## src/rtl/iserdes_align_pkg.sv

```systemverilog
// rtl/iserdes_align_pkg.sv - shared types, widths and window helper for the iserdes word aligner
//
// Purpose : lane FSM state type, counter/offset widths and the barrel-shift
//           window function used by every lane.
// Ports   : none (package).
// Config  : ISERDES_ALIGN_ERRCNT_EN uses ERR_W for the per-lane error counter.

package iserdes_align_pkg;

  localparam int OFF_W = 3;
  localparam int CNT_W = 8;
  localparam int ERR_W = 16;

  typedef enum logic [2:0] {
    IDLE   = 3'd0,
    CHECK  = 3'd1,
    SLIP   = 3'd2,
    WAIT   = 3'd3,
    LOCKED = 3'd4,
    FAIL   = 3'd5
  } lane_state_e;

  // Selects width bits starting at bit off of {cur, prev}. Inputs are
  // zero-extended to 8 bits; only the low width bits of the result matter.
  function automatic logic [7:0] rotate_window(
    input logic [7:0]       cur,
    input logic [7:0]       prev,
    input logic [OFF_W-1:0] off,
    input int               width
  );
    logic [15:0] cat;
    cat = ({8'h00, cur} << width) | {8'h00, prev};
    cat = cat >> off;
    return cat[7:0];
  endfunction

endpackage

```

## src/rtl/iserdes_align_lane.sv

```systemverilog
// rtl/iserdes_align_lane.sv - single-lane training-word search, barrel shifter and lock FSM
//
// Purpose : per-lane prev_word register, offset window, alignment FSM and counters.
// Ports   : clk, rst_n (async active-low), align_start, valid, data[W]
//           word[W] (registered aligned word), locked, fail, offset[OFF_W]
//           chk / errcnt[ERR_W] only with ISERDES_ALIGN_ERRCNT_EN.

module iserdes_align_lane
  import iserdes_align_pkg::*;
#(
  parameter int         W         = 8,
  parameter logic [7:0] PATTERN   = 8'hE4,
  parameter int         LOCK_CNT  = 16,
  parameter int         SLIP_WAIT = 4
) (
  input  logic             clk,
  input  logic             rst_n,
  input  logic             align_start,
  input  logic             valid,
  input  logic [W-1:0]     data,
`ifdef ISERDES_ALIGN_ERRCNT_EN
  input  logic             chk,
  output logic [ERR_W-1:0] errcnt,
`endif
  output logic [W-1:0]     word,
  output logic             locked,
  output logic             fail,
  output logic [OFF_W-1:0] offset
);

  localparam logic [W-1:0]     PAT_W   = PATTERN[W-1:0];
  localparam logic [CNT_W-1:0] LOCK_C  = CNT_W'(LOCK_CNT);
  localparam logic [CNT_W-1:0] WAIT_C  = CNT_W'(SLIP_WAIT);
  localparam logic [CNT_W-1:0] ATT_MAX = CNT_W'(2 * W);
  localparam logic [OFF_W-1:0] OFF_MAX = OFF_W'(W - 1);

  lane_state_e      state_q, state_d;
  logic [W-1:0]     prev_q;
  logic [W-1:0]     word_q;
  logic [OFF_W-1:0] off_q, off_d;
  logic [CNT_W-1:0] match_q, match_d;
  logic [CNT_W-1:0] att_q, att_d;
  logic [CNT_W-1:0] wait_q, wait_d;

  logic [7:0]       cur8, prev8, win8;
  logic [W-1:0]     window;
  logic             hit;

  always_comb begin
    cur8  = '0;
    prev8 = '0;
    cur8[W-1:0]  = data;
    prev8[W-1:0] = prev_q;
  end

  assign win8   = rotate_window(cur8, prev8, off_q, W);
  assign window = win8[W-1:0];
  assign hit    = (window == PAT_W);

  always_comb begin
    state_d = state_q;
    off_d   = off_q;
    match_d = match_q;
    att_d   = att_q;
    wait_d  = wait_q;
    if (align_start) begin
      // Restart wins over whatever this cycle's word would have done.
      state_d = CHECK;
      off_d   = '0;
      match_d = '0;
      att_d   = '0;
      wait_d  = '0;
    end else if (valid) begin
      case (state_q)
        IDLE: begin
          state_d = CHECK;
          off_d   = '0;
          match_d = '0;
          att_d   = '0;
          wait_d  = '0;
        end
        CHECK: begin
          if (hit) begin
            match_d = match_q + CNT_W'(1);
            if (match_d == LOCK_C) state_d = LOCKED;
          end else begin
            match_d = '0;
            state_d = SLIP;
          end
        end
        SLIP: begin
          off_d  = (off_q == OFF_MAX) ? '0 : off_q + OFF_W'(1);
          att_d  = att_q + CNT_W'(1);
          wait_d = '0;
          state_d = (att_d == ATT_MAX) ? FAIL : WAIT;
        end
        WAIT: begin
          // The word arriving in WAIT is always discarded, so a zero wait
          // still costs one valid word before checking resumes.
          wait_d = wait_q + CNT_W'(1);
          if (wait_d >= WAIT_C) state_d = CHECK;
        end
        default: ;
      endcase
    end
  end

  always_ff @(posedge clk or negedge rst_n) begin
    if (!rst_n) begin
      state_q <= IDLE;
      off_q   <= '0;
      match_q <= '0;
      att_q   <= '0;
      wait_q  <= '0;
      prev_q  <= '0;
      word_q  <= '0;
    end else begin
      state_q <= state_d;
      off_q   <= off_d;
      match_q <= match_d;
      att_q   <= att_d;
      wait_q  <= wait_d;
      if (valid) begin
        prev_q <= data;
        word_q <= window;
      end
    end
  end

  assign word   = word_q;
  assign locked = (state_q == LOCKED);
  assign fail   = (state_q == FAIL);
  assign offset = off_q;

`ifdef ISERDES_ALIGN_ERRCNT_EN
  logic [ERR_W-1:0] err_q;

  always_ff @(posedge clk or negedge rst_n) begin
    if (!rst_n) begin
      err_q <= '0;
    end else if (align_start) begin
      err_q <= '0;
    end else if (valid && chk && (state_q == LOCKED) && !hit && (err_q != '1)) begin
      err_q <= err_q + ERR_W'(1);
    end
  end

  assign errcnt = err_q;
`endif

endmodule

```

## src/rtl/iserdes_word_align.sv

```systemverilog
// rtl/iserdes_word_align.sv - multi-lane fabric word aligner behind an iserdes bank
//
// Purpose : instantiates one alignment lane per iserdes lane, delays VALID by
//           one clock and registers the AND of all lane lock flags.
// Ports   : CLK_I, RSTN_I (async active-low), ALIGN_START_I, VALID_I,
//           DATA_I[C_LANES*C_DATA_WIDTH] (lane n at [n*W +: W], bit 0 oldest)
//           VALID_O, DATA_O, LOCKED_O[C_LANES], FAIL_O[C_LANES], ALL_LOCKED_O,
//           OFFSET_O[C_LANES*3]
// Config  : ISERDES_ALIGN_ERRCNT_EN adds CHK_I and ERRCNT_O[C_LANES*16].

module iserdes_word_align
  import iserdes_align_pkg::*;
#(
  parameter int         C_LANES         = 4,
  parameter int         C_DATA_WIDTH    = 8,
  parameter logic [7:0] C_TRAIN_PATTERN = 8'hE4,
  parameter int         C_LOCK_CNT      = 16,
  parameter int         C_SLIP_WAIT     = 4
) (
  input  logic                            CLK_I,
  input  logic                            RSTN_I,
  input  logic                            ALIGN_START_I,
  input  logic                            VALID_I,
  input  logic [C_LANES*C_DATA_WIDTH-1:0] DATA_I,
`ifdef ISERDES_ALIGN_ERRCNT_EN
  input  logic                            CHK_I,
  output logic [C_LANES*ERR_W-1:0]        ERRCNT_O,
`endif
  output logic                            VALID_O,
  output logic [C_LANES*C_DATA_WIDTH-1:0] DATA_O,
  output logic [C_LANES-1:0]              LOCKED_O,
  output logic [C_LANES-1:0]              FAIL_O,
  output logic                            ALL_LOCKED_O,
  output logic [C_LANES*OFF_W-1:0]        OFFSET_O
);

  localparam int W = C_DATA_WIDTH;

  for (genvar n = 0; n < C_LANES; n++) begin : g_lane
    iserdes_align_lane #(
      .W         (W),
      .PATTERN   (C_TRAIN_PATTERN),
      .LOCK_CNT  (C_LOCK_CNT),
      .SLIP_WAIT (C_SLIP_WAIT)
    ) u_lane (
      .clk         (CLK_I),
      .rst_n       (RSTN_I),
      .align_start (ALIGN_START_I),
      .valid       (VALID_I),
      .data        (DATA_I[n*W +: W]),
`ifdef ISERDES_ALIGN_ERRCNT_EN
      .chk         (CHK_I),
      .errcnt      (ERRCNT_O[n*ERR_W +: ERR_W]),
`endif
      .word        (DATA_O[n*W +: W]),
      .locked      (LOCKED_O[n]),
      .fail        (FAIL_O[n]),
      .offset      (OFFSET_O[n*OFF_W +: OFF_W])
    );
  end

  always_ff @(posedge CLK_I or negedge RSTN_I) begin
    if (!RSTN_I) begin
      VALID_O      <= 1'b0;
      ALL_LOCKED_O <= 1'b0;
    end else begin
      VALID_O      <= VALID_I;
      ALL_LOCKED_O <= &LOCKED_O;
    end
  end

endmodule
```

## config.mk

```make
export PLATFORM = sky130hd
export DESIGN_NAME = iserdes_word_align
export DESIGN_NICKNAME = d
export VERILOG_FILES = /design/src/rtl/iserdes_align_pkg.sv /design/src/rtl/iserdes_align_lane.sv /design/src/rtl/iserdes_word_align.sv
export SDC_FILE = /design/constraint.sdc
export NUM_CORES = 1
export LEC_CHECK = 0
export CAP_MARGIN = 20
export CORE_ASPECT_RATIO = 1.5
export CORE_MARGIN = 2
export CORE_UTILIZATION = 47
export CTS_CLUSTER_DIAMETER = 30
export DETAILED_ROUTE_END_ITERATION = 8
export PLACE_DENSITY = 0.68
export REMOVE_ABC_BUFFERS = 1
export SYNTH_ARGS = -nofsm -noshare
export SYNTH_HDL_FRONTEND = slang
export SYNTH_SLANG_ARGS = --single-unit
```

## constraint.sdc

```tcl
create_clock -name CLK_I -period 3.1 [get_ports CLK_I]
set_clock_uncertainty 0.15 [all_clocks]
set_input_delay 0.465 -clock CLK_I [delete_from_list [all_inputs] [get_ports CLK_I]]
set_output_delay 0.465 -clock CLK_I [all_outputs]
set_load 0.005 [all_outputs]
```

# After elaboration in Yosys (flattened, before gate mapping)
# Index checks and enable logic that the tools add are counted.
# classes
add_sub_neg,16
order_cmp,4
eq_ne,44
n_shift,4
muxes,84
bitwise,4
reduce_logical,42
# ops
op,count
$mux 8,28
$pmux 8 s2,12
$mux 3,36
$add 8x1->8 const B,12
$eq 8x5->1 const B,8
$or 16x8->16,4
$shr 16x3->8,4
$pmux 3 s4,4
$eq 3x3->1 const B,12
$reduce_bool 3->1,12
$eq 8x8->1 const B,4
$ge 8x3->1 const B,4
$eq 3x2->1 const B,8
$pmux 3 s2,4
$reduce_and 2->1,12
$reduce_and 4->1,5
$reduce_bool 5->1,4
$ne 4x4->1 const B,4
$add 3x1->3 const B,4
$eq 3x1->1 const B,4
$logic_not 3->1,4
$ne 3x2->1 const B,4
$reduce_or 2->1,4
$reduce_bool 2->1,1
# word_totals
register_bits,186
input_bits,36
out_inout_bits,54

# Longest topological paths before layout
# Gate-level depths: netlist (run 1).
# depth
ltp_word,7
ltp_mapped,9
depth_no_buf,7

# Hierarchy
# From an unflattened synthesis (run 1), not the netlist that was laid out.
# unflattened
cells_unflattened,1150
hier_area_um2,11543.6
# by_module_without_submodules
module,n_inst,cells_per_inst,area_each_um2,seq_area_each_um2
iserdes_align_lane (g_lane[0].u_lane),1,292,2909.0,1151.1
iserdes_align_lane (g_lane[3].u_lane),1,304,2899.0,1151.1
iserdes_align_lane (g_lane[1].u_lane),1,273,2844.0,1151.1
iserdes_align_lane (g_lane[2].u_lane),1,278,2832.7,1151.1
iserdes_word_align,1,3,58.8,50.0

# Worst setup path after synthesis (run 1)
# OpenSTA, ideal clock, no wires.
# synth_timing
path_kind,register -> register
startpoint,register g_lane[1].u_lane.off_q[1]
endpoint,register g_lane[1].u_lane.state_q[1]
setup_time_ns,0.126
t_arrival_ns,2.367
slack_ns,0.457
path_stages_with_launch,8
n_path_buf,1
path_cell_list,dfrtp_1 buf_6 mux2i_4 or3b_1 a32o_2 a2111oi_4 nand2_2 a221o_1
# synth_between
elab_chain_len,6
elab_cells_between_ends,8
classes_between,eq/ne: 2; shift: 1; mux: 4; reduce/logical: 1
# synth_lines
element,line_no,text
from (decl),iserdes_align_lane.sv:40,"logic [OFF_W-1:0] off_q, off_d;"
from (signal assigned),iserdes_align_lane.sv:111,off_q <= '0;
from (signal assigned),iserdes_align_lane.sv:119,off_q <= off_d;
$shr 16x3->8 (*),iserdes_align_pkg.sv:33,cat = cat >> off;
$eq 8x8->1 (*),iserdes_align_lane.sv:58,assign hit = (window == PAT_W);
$mux 3,iserdes_align_lane.sv:83,if (hit) begin
$pmux 3 s4,iserdes_align_lane.sv:74,case (state_q)
$mux 3,iserdes_align_lane.sv:73,end else if (valid) begin
$mux 3,iserdes_align_lane.sv:66,if (align_start) begin
to (signal assigned),iserdes_align_lane.sv:118,state_q <= state_d;
to (decl),iserdes_align_lane.sv:37,"lane_state_e state_q, state_d;"
# Every way passes the cells marked *; elsewhere a longest branch is shown, timed or not. The select of a mux whose other input is x is not followed.
# A chain may end at the register's enable or synchronous reset.

# Worst setup path after layout (run 1)
# layout_timing
startpoint,register g_lane[0].u_lane.state_q[2]
endpoint,output LOCKED_O[0]
# layout_between
elab_chain_len,1
# layout_lines
element,line_no,text
from (decl),iserdes_align_lane.sv:37,
from (signal assigned),iserdes_align_lane.sv:118,
$eq 3x3->1,iserdes_align_lane.sv:131,assign locked = (state_q == LOCKED);
to (decl),iserdes_word_align.sv:31,"output logic [C_LANES-1:0] LOCKED_O,"
# No other way between the ends.

==> results.txt, run 1 <==
Status = finished clean
Measured slew at the worst slew-check pin = 0.8143 ns
WL/cell = 15.96 µm
DRT Pass-1 Iters = 6
Placer congestion estimate = 0.8582
Via density = 5.827
Vias in the first global route = 8,491
Hold Crit Class = in2reg
Post-synth top area cell = dfrtp_1
RSZ-0062 raised after global routing = no
Total CTS buffers = 17
Multi-input combinational cell area = 6067 µm²
Crit path required time = 2.48 ns
CTS tree = built
Yosys cell types = 72
Die outline width = 129.3 µm
Skew-Pair Late Insertion Delay = 0.45 ns
Setup Viol. Count Final = 0
Max VDD drop = 431.4 µV
PortBufs = 89
CP Capture Type = output port
Highest net fanout along the worst path = 7
Initial Util = 47.98%
Hold Slack = 0.06780 ns
Clock period minus worst slack = 2.762 ns
Routed Antenna Nets = 0
Number of synthesized flops with an enable pin = 0
Via Count = 9,008
Yosys warnings = 0
Slew HR = 45.72%
Leakage = 5.265 nW
Clock sinks = 186
Fin crit share = 89.11%
Final antenna diode count = 0
Storage cell area = 4654 µm²
Antenna violations before repair = 0
Fin Setup TNS = 0 ns
Die area = 24,800 µm²
Post-route non-filler standard cell count = 1,546
Post-Syn Instances = 1,139
Fmax = 0.3620 GHz
Reg clk slew, reported paths = 0.07 ns
Post-CTS Setup Bufs = 0
Number of H-tree levels = 4
Final Hold Vio Count = 0
Core Box Area = 23,060 µm²
Total gr overflow = 0
PD cells = 492.7 nW/µm²
Top post-synthesis cells by area = dfrtp_1 42%, mux4_2 6.9%, mux2_2 5.0%, o21ai_0 4.7%, nor2_1 4.1%
Clock Tree Root = clkbuf_16
Yosys top cell area share = 42.08%
Critical Path Start Type = flop
Largest net degree at the start of global routing = 65
Part of the Yosys area used for sequential elements = 42.08%
Synthesized flop and latch total = 186
DR DRC count = 0
Mapped Area = 11,060 µm²
Fraction of layout cells with a size suffix above 1 = 13.00%
Post-synth top flop = dfrtp_1
Die H = 191.9 µm
Critical path class = reg2out
DPL Wire Length = 17,720 µm
Post-CTS sizing = 0
# IOs = 90
Gr usage total = 20.81%
Worst EP arrival = 2.15 ns
DR iter-0 viols = 543
Fill count = 2,037
Nets = 1,274
Most frequent cell after synthesis = dfrtp_1
Max Slew Vio Count = 0
Mapped Avg Cell Area = 9.712 µm²
Inst Count DP = 1,513
Site Rows = 68
Asr flop ratio synth = 100.0%
Area growth, synth to finish = 17.11%
Global-route wire length before repair = 41,580 µm
Number of max-cap violations = 0
Synth top cells by count = 186 x dfrtp_1, 120 x nor2_1, 113 x nand2_1, 104 x o21ai_0, 50 x nand3_1
Tot Pwr = 6.383 mW
Final WL = 24,680 µm
Clock Tree Buf Depth = 2
[where the power goes]
| group | switching, mW | internal, mW |
|---|---|---|
| Combinational | 0.635 | 0.621 |
| Sequential | 0.228 | 2.61 |
| Clock | 0.998 | 1.29 |
[worst max-delay path, stage by stage (launching register included)]
cell	delay (ns)
dfrtp_1	0.47
inv_1	0.11
nor3_1	0.51
clkdlybuf4s50_1	0.61
[cell usage in the layout, fill, tap and decap left out, drive strengths merged, types with 14 or more instances in the layout]
| cell type | n |
|---|---|
| and3 | 30 |
| clkdlybuf4s50 | 87 |
| ha | 20 |
| o31ai | 15 |
| a21oi | 49 |
| xnor2 | 14 |
| mux2i | 33 |
| o21ai | 104 |
| mux4 | 34 |
| mux2 | 49 |
| a22o | 20 |
| nand2 | 114 |
| nand2b | 22 |
| a31oi | 16 |
| buf | 30 |
| clkbuf | 19 |
| nor3 | 25 |
| nor2 | 121 |
| dfrtp | 186 |
| inv | 24 |
| nand3 | 51 |
[sequential cells by signal (all words and copies together), names as in the netlist]
register               flops
g_lane.u_lane.prev8       32
g_lane.u_lane.word        32
g_lane.u_lane.state_q     12
VALID_O                    1
g_lane.u_lane.offset      12
g_lane.u_lane.att_q       32
g_lane.u_lane.wait_q      32
ALL_LOCKED_O               1
g_lane.u_lane.match_q     32
[worst paths after layout]
path / start / end / slack (ns) / cells past startpoint
worst max-delay path: g_lane[0].u_lane.state_q[2]$_DFFE_PN0P_ / LOCKED_O[0] / 0.34 / 3
worst max register to register: g_lane[1].u_lane.offset[1]$_DFFE_PN0P_ / g_lane[1].u_lane.match_q[1]$_DFFE_PN0P_ / 0.34 / 7
worst min-delay path: VALID_I / VALID_O$_DFF_PN0_ / 0.07 / 1
min in group asynchronous: RSTN_I / g_lane[0].u_lane.match_q[2]$_DFFE_PN0P_ / 0.36 / 2
max in group asynchronous: RSTN_I / g_lane[3].u_lane.prev8[2]$_DFFE_PN0P_ / 1.71 / 3
worst min register to register: g_lane[0].u_lane.match_q[1]$_DFFE_PN0P_ / g_lane[0].u_lane.match_q[1]$_DFFE_PN0P_ / 0.35 / 2
[metrics by stage]
stage	area, µm²	worst slack [ns]	util, %
2_1_floorplan	10790	0.06701	-
3_3_place_gp	12330	0.1605	53.48
3_5_place_dp	12330	0.1376	53.48
4_1_cts	12950	0.3108	56.19
5_1_grt	12950	0.1751	56.19
6_report	12950	0.3377	56.19
[layer usage]
layer | routed length, µm | GRT usage [%] | vias to the layer above
met5 | 0 | 0 | -
met4 | 490 | 7.274 | 0
met3 | 761 | 3.426 | 31
met2 | 12520 | 35.73 | 162
met1 | 10900 | 26.49 | 4447
li1 | - | - | 4368
[cell families (layout without fill, tap and decap cells)]
| family | count (synthesis) | after routing | share of synthesized area (%) |
|---|---|---|---|
| fa+ha+maj | 20 | 20 | 2.262 |
| simple gates | 435 | 435 | 19.05 |
| xor+xnor | 27 | 27 | 2.138 |
| buf+inv | 77 | 169 | 3.076 |
| compound gates | 278 | 278 | 16.39 |
| flops | 186 | 186 | 42.08 |
| mux | 116 | 116 | 15.01 |
[layout make-up]
cell class	instances	share of cell area, %
Multi-Input combinational cell	876	46.83
Timing Repair Buffer	119	8.934
Tap cell	315	3.042
Clock buffer	18	3.313
Inverter	18	0.5215
Clock inverter	14	1.429
Sequential cell	186	35.93
[repair_timing]
action                                  CTS  global route
hold buffers                              1             0
hold endpoints to repair                 35             0
endpoints found under the setup margin    0             0
Power figures use the tool's default switching activity.
==> inputs of run 2 (changes only) <==
--- a/config.mk
+++ b/config.mk
@@ -8,10 +8,10 @@
 export CAP_MARGIN = 20
 export CORE_ASPECT_RATIO = 1.5
 export CORE_MARGIN = 2
-export CORE_UTILIZATION = 47
+export CORE_UTILIZATION = 50
 export CTS_CLUSTER_DIAMETER = 30
 export DETAILED_ROUTE_END_ITERATION = 8
-export PLACE_DENSITY = 0.68
+export PLACE_DENSITY = 0.71
 export REMOVE_ABC_BUFFERS = 1
 export SYNTH_ARGS = -nofsm -noshare
 export SYNTH_HDL_FRONTEND = slang
==> run 2 against run 1 <==
Against the previous run: combinational power about the same; hold slack improved by 0.29 ns; core utilization increased by 3.5 points; global-route usage increased by 1.1 points; total power increased by 0.67%; register-to-register slack improved by 0.05 ns; final cell count decreased by 2.4%; sequential power about the same; critical endpoint is now LOCKED_O[2]; highest routed layer unchanged.
==> results.txt, run 2 (synthesized netlist as in run 1, its figures left out) <==
Status = finished clean
WL/cell = 16.36 µm (+2.5%)
Post-CTS Setup Bufs = 0 (unchanged)
# IOs = 90 (unchanged)
Worst Reg-to-Reg Cells = 7 (unchanged)
Via Count = 8,957 (-0.57%)
Slew HR = 45.60% (-0.12 points)
HP Start = VALID_I
PortBufs = 89 (unchanged)
Total CTS buffers = 17 (unchanged)
DR DRC count = 0 (unchanged)
Via density = 5.936 (+1.9%)
Fraction of layout cells with a size suffix above 1 = 13.42% (+0.42 points)
Comb power frac = 19.6% (about the same)
Area growth, synth to finish = 17.09% (about the same)
Fin crit share = 87.76% (-1.4 points)
Post-CTS sizing = 0 (unchanged)
CP Capture Type = output port
Reg clk slew, reported paths = 0.07 ns (about the same)
Die area = 23,350 µm² (-5.8%)
Clock sinks = 186 (unchanged)
Max VDD drop = 416.2 µV (-3.5%)
Final Hold Vio Count = 0 (unchanged)
Critical path class = reg2out
Largest net degree at the start of global routing = 73 (+12%)
Vias in the first global route = 8,691 (+2.4%)
Hold Crit Class = in2reg
Final Util = 59.64% (+3.5 points)
Worst hold endpoint = g_lane[1].u_lane.word[2]$_DFFE_PN0P_
Worst EP arrival = 2.11 ns (-0.04 ns)
Measured slew at the worst slew-check pin = 0.8160 ns (+0.001729 ns)
Number of H-tree levels = 4 (unchanged)
Skew-Pair Late Insertion Delay = 0.44 ns (about the same)
Clock Tree Buf Depth = 2 (unchanged)
End of the worst register-to-register path = g_lane[0].u_lane.match_q[7]$_DFFE_PN0P_
Tot Pwr = 6.426 mW (+0.67%)
Clock share of power = 36.4% (+0.5 points)
Post-route non-filler standard cell count = 1,509 (-2.4%)
Number of max-cap violations = 0 (unchanged)
Total gr overflow = 0 (unchanged)
Leading cell type in the layout, fill and taps excluded = dfrtp_1
Power share of the sequential group = 44.1% (-0.3 points)
PD cells = 496.1 nW/µm² (+0.69%)
Crit path required time = 2.48 ns (about the same)
Setup Viol. Count Final = 0 (unchanged)
Max Slew Vio Count = 0 (unchanged)
Die outline width = 125.4 µm (-3.0%)
Clock Tree Root = clkbuf_16
Routed Antenna Nets = 0 (unchanged)
Switch share = 28.12% (-1.0 points)
Fmax = 0.3676 GHz (+1.5%)
Highest net fanout along the worst path = 5 (-2)
Initial Util = 50.93% (+3.0 points)
Gr usage total = 21.93% (+1.1 points)
Nets = 1,280 (+0.47%)
Site Rows = 66 (-2.9%)
Critical Path Start Type = flop
Fin Setup TNS = 0 ns (unchanged)
Final WL = 24,690 µm (about the same)
Core Box Area = 21,720 µm² (-5.8%)
Final antenna diode count = 0 (unchanged)
Leakage = 5.292 nW (+0.52%)
Power Internal = 4.619 mW (+2.1%)
Reg2reg start = g_lane[0].u_lane.offset[0]$_DFFE_PN0P_
Most frequent cells in the layout = 186 x dfrtp_1, 120 x nor2_1, 113 x nand2_1
Placer congestion estimate = 0.8767 (+2.2%)
Global-route wire length before repair = 42,210 µm (+1.5%)
Antenna violations before repair = 0 (unchanged)
DPL Wire Length = 17,950 µm (+1.3%)
Area after DPL = 12,310 µm² (-0.17%)
RSZ-0062 raised after global routing = no
Clock period minus worst slack = 2.720 ns (-0.04185 ns)
Die H = 186.2 µm (-3.0%)
DR iter-0 viols = 455 (-16%)
Inst Count DP = 1,476 (-2.4%)
R2R Setup Slk = 0.39 ns (+0.05 ns)
DRT Pass-1 Iters = 5 (-1)
Final Cell Area = 12,950 µm² (about the same)
CTS tree = built
Switching power = 1.807 mW (-2.9%)
Worst hold stages = 2 (+1)
## run 2: area by class of cell
type	instances	area [µm²]
fillers	1858	8766
multi-input cells	876	6067
flip-flops and latches	186	4654
repair buffers	125	1190
clock buffers	23	498.0
well taps	272	340.3
clock inverters	9	135.1
inverters	18	67.56
## run 2: worst max path at each step
stage                                                       start                                       to  slack, ns
after global routing       g_lane[0].u_lane.offset[0]$_DFFE_PN0P_  g_lane[0].u_lane.match_q[5]$_DFFE_PN0P_       0.20
after global placement                                 DATA_I[27]  g_lane[3].u_lane.state_q[2]$_DFFE_PN0P_       0.13
after CTS                  g_lane[0].u_lane.offset[0]$_DFFE_PN0P_  g_lane[0].u_lane.match_q[5]$_DFFE_PN0P_       0.38
after floorplan            g_lane[1].u_lane.offset[1]$_DFFE_PN0P_  g_lane[1].u_lane.state_q[1]$_DFFE_PN0P_       0.07
final                     g_lane[2].u_lane.state_q[2]$_DFFE_PN0P_                              LOCKED_O[2]       0.38
after detailed placement                               DATA_I[27]  g_lane[3].u_lane.state_q[2]$_DFFE_PN0P_       0.07
## run 2: power groups by stage
stage	Sequential, mW	Combinational, mW	Clock (mW)
floorplan	2.83	0.705	0
global placement	2.87	1.25	0
detailed placement	2.87	1.27	0
CTS	2.83	1.27	2.38
global route	2.86	1.40	2.48
finish	2.83	1.26	2.34
## run 2: worst max-delay path, cell delays in order (launching register included)
cell,delay (ns)
dfrtp_1,0.41
inv_1,0.09
nor3_1,0.54
clkdlybuf4s50_1,0.63
## run 2: what timing repair did
| item | 4_1_cts | 5_1_grt |
|---|---|---|
| hold buffers | 1 | 0 |
| endpoints found under the hold margin | 68 | 0 |
| endpoints found under the setup margin | 0 | 0 |
## run 2: through the flow
step	hold WS [ns]	worst slack [ns]
detailed placement	0.3436	0.06836
global placement	0.3359	0.1320
CTS	0.3324	0.3816
global route	0.3704	0.2045
floorplan	0.01941	0.06701
finish	0.3567	0.3795
## run 2: layer usage
metal / share of wire (%) / vias to the layer above / track usage, %
met5: 0 / - / 0
met4: 1.9 / 0 / 7.244
met3: 2.7 / 32 / 3.318
met2: 52 / 134 / 39.37
met1: 43 / 4413 / 27.20
li1: - / 4378 / -
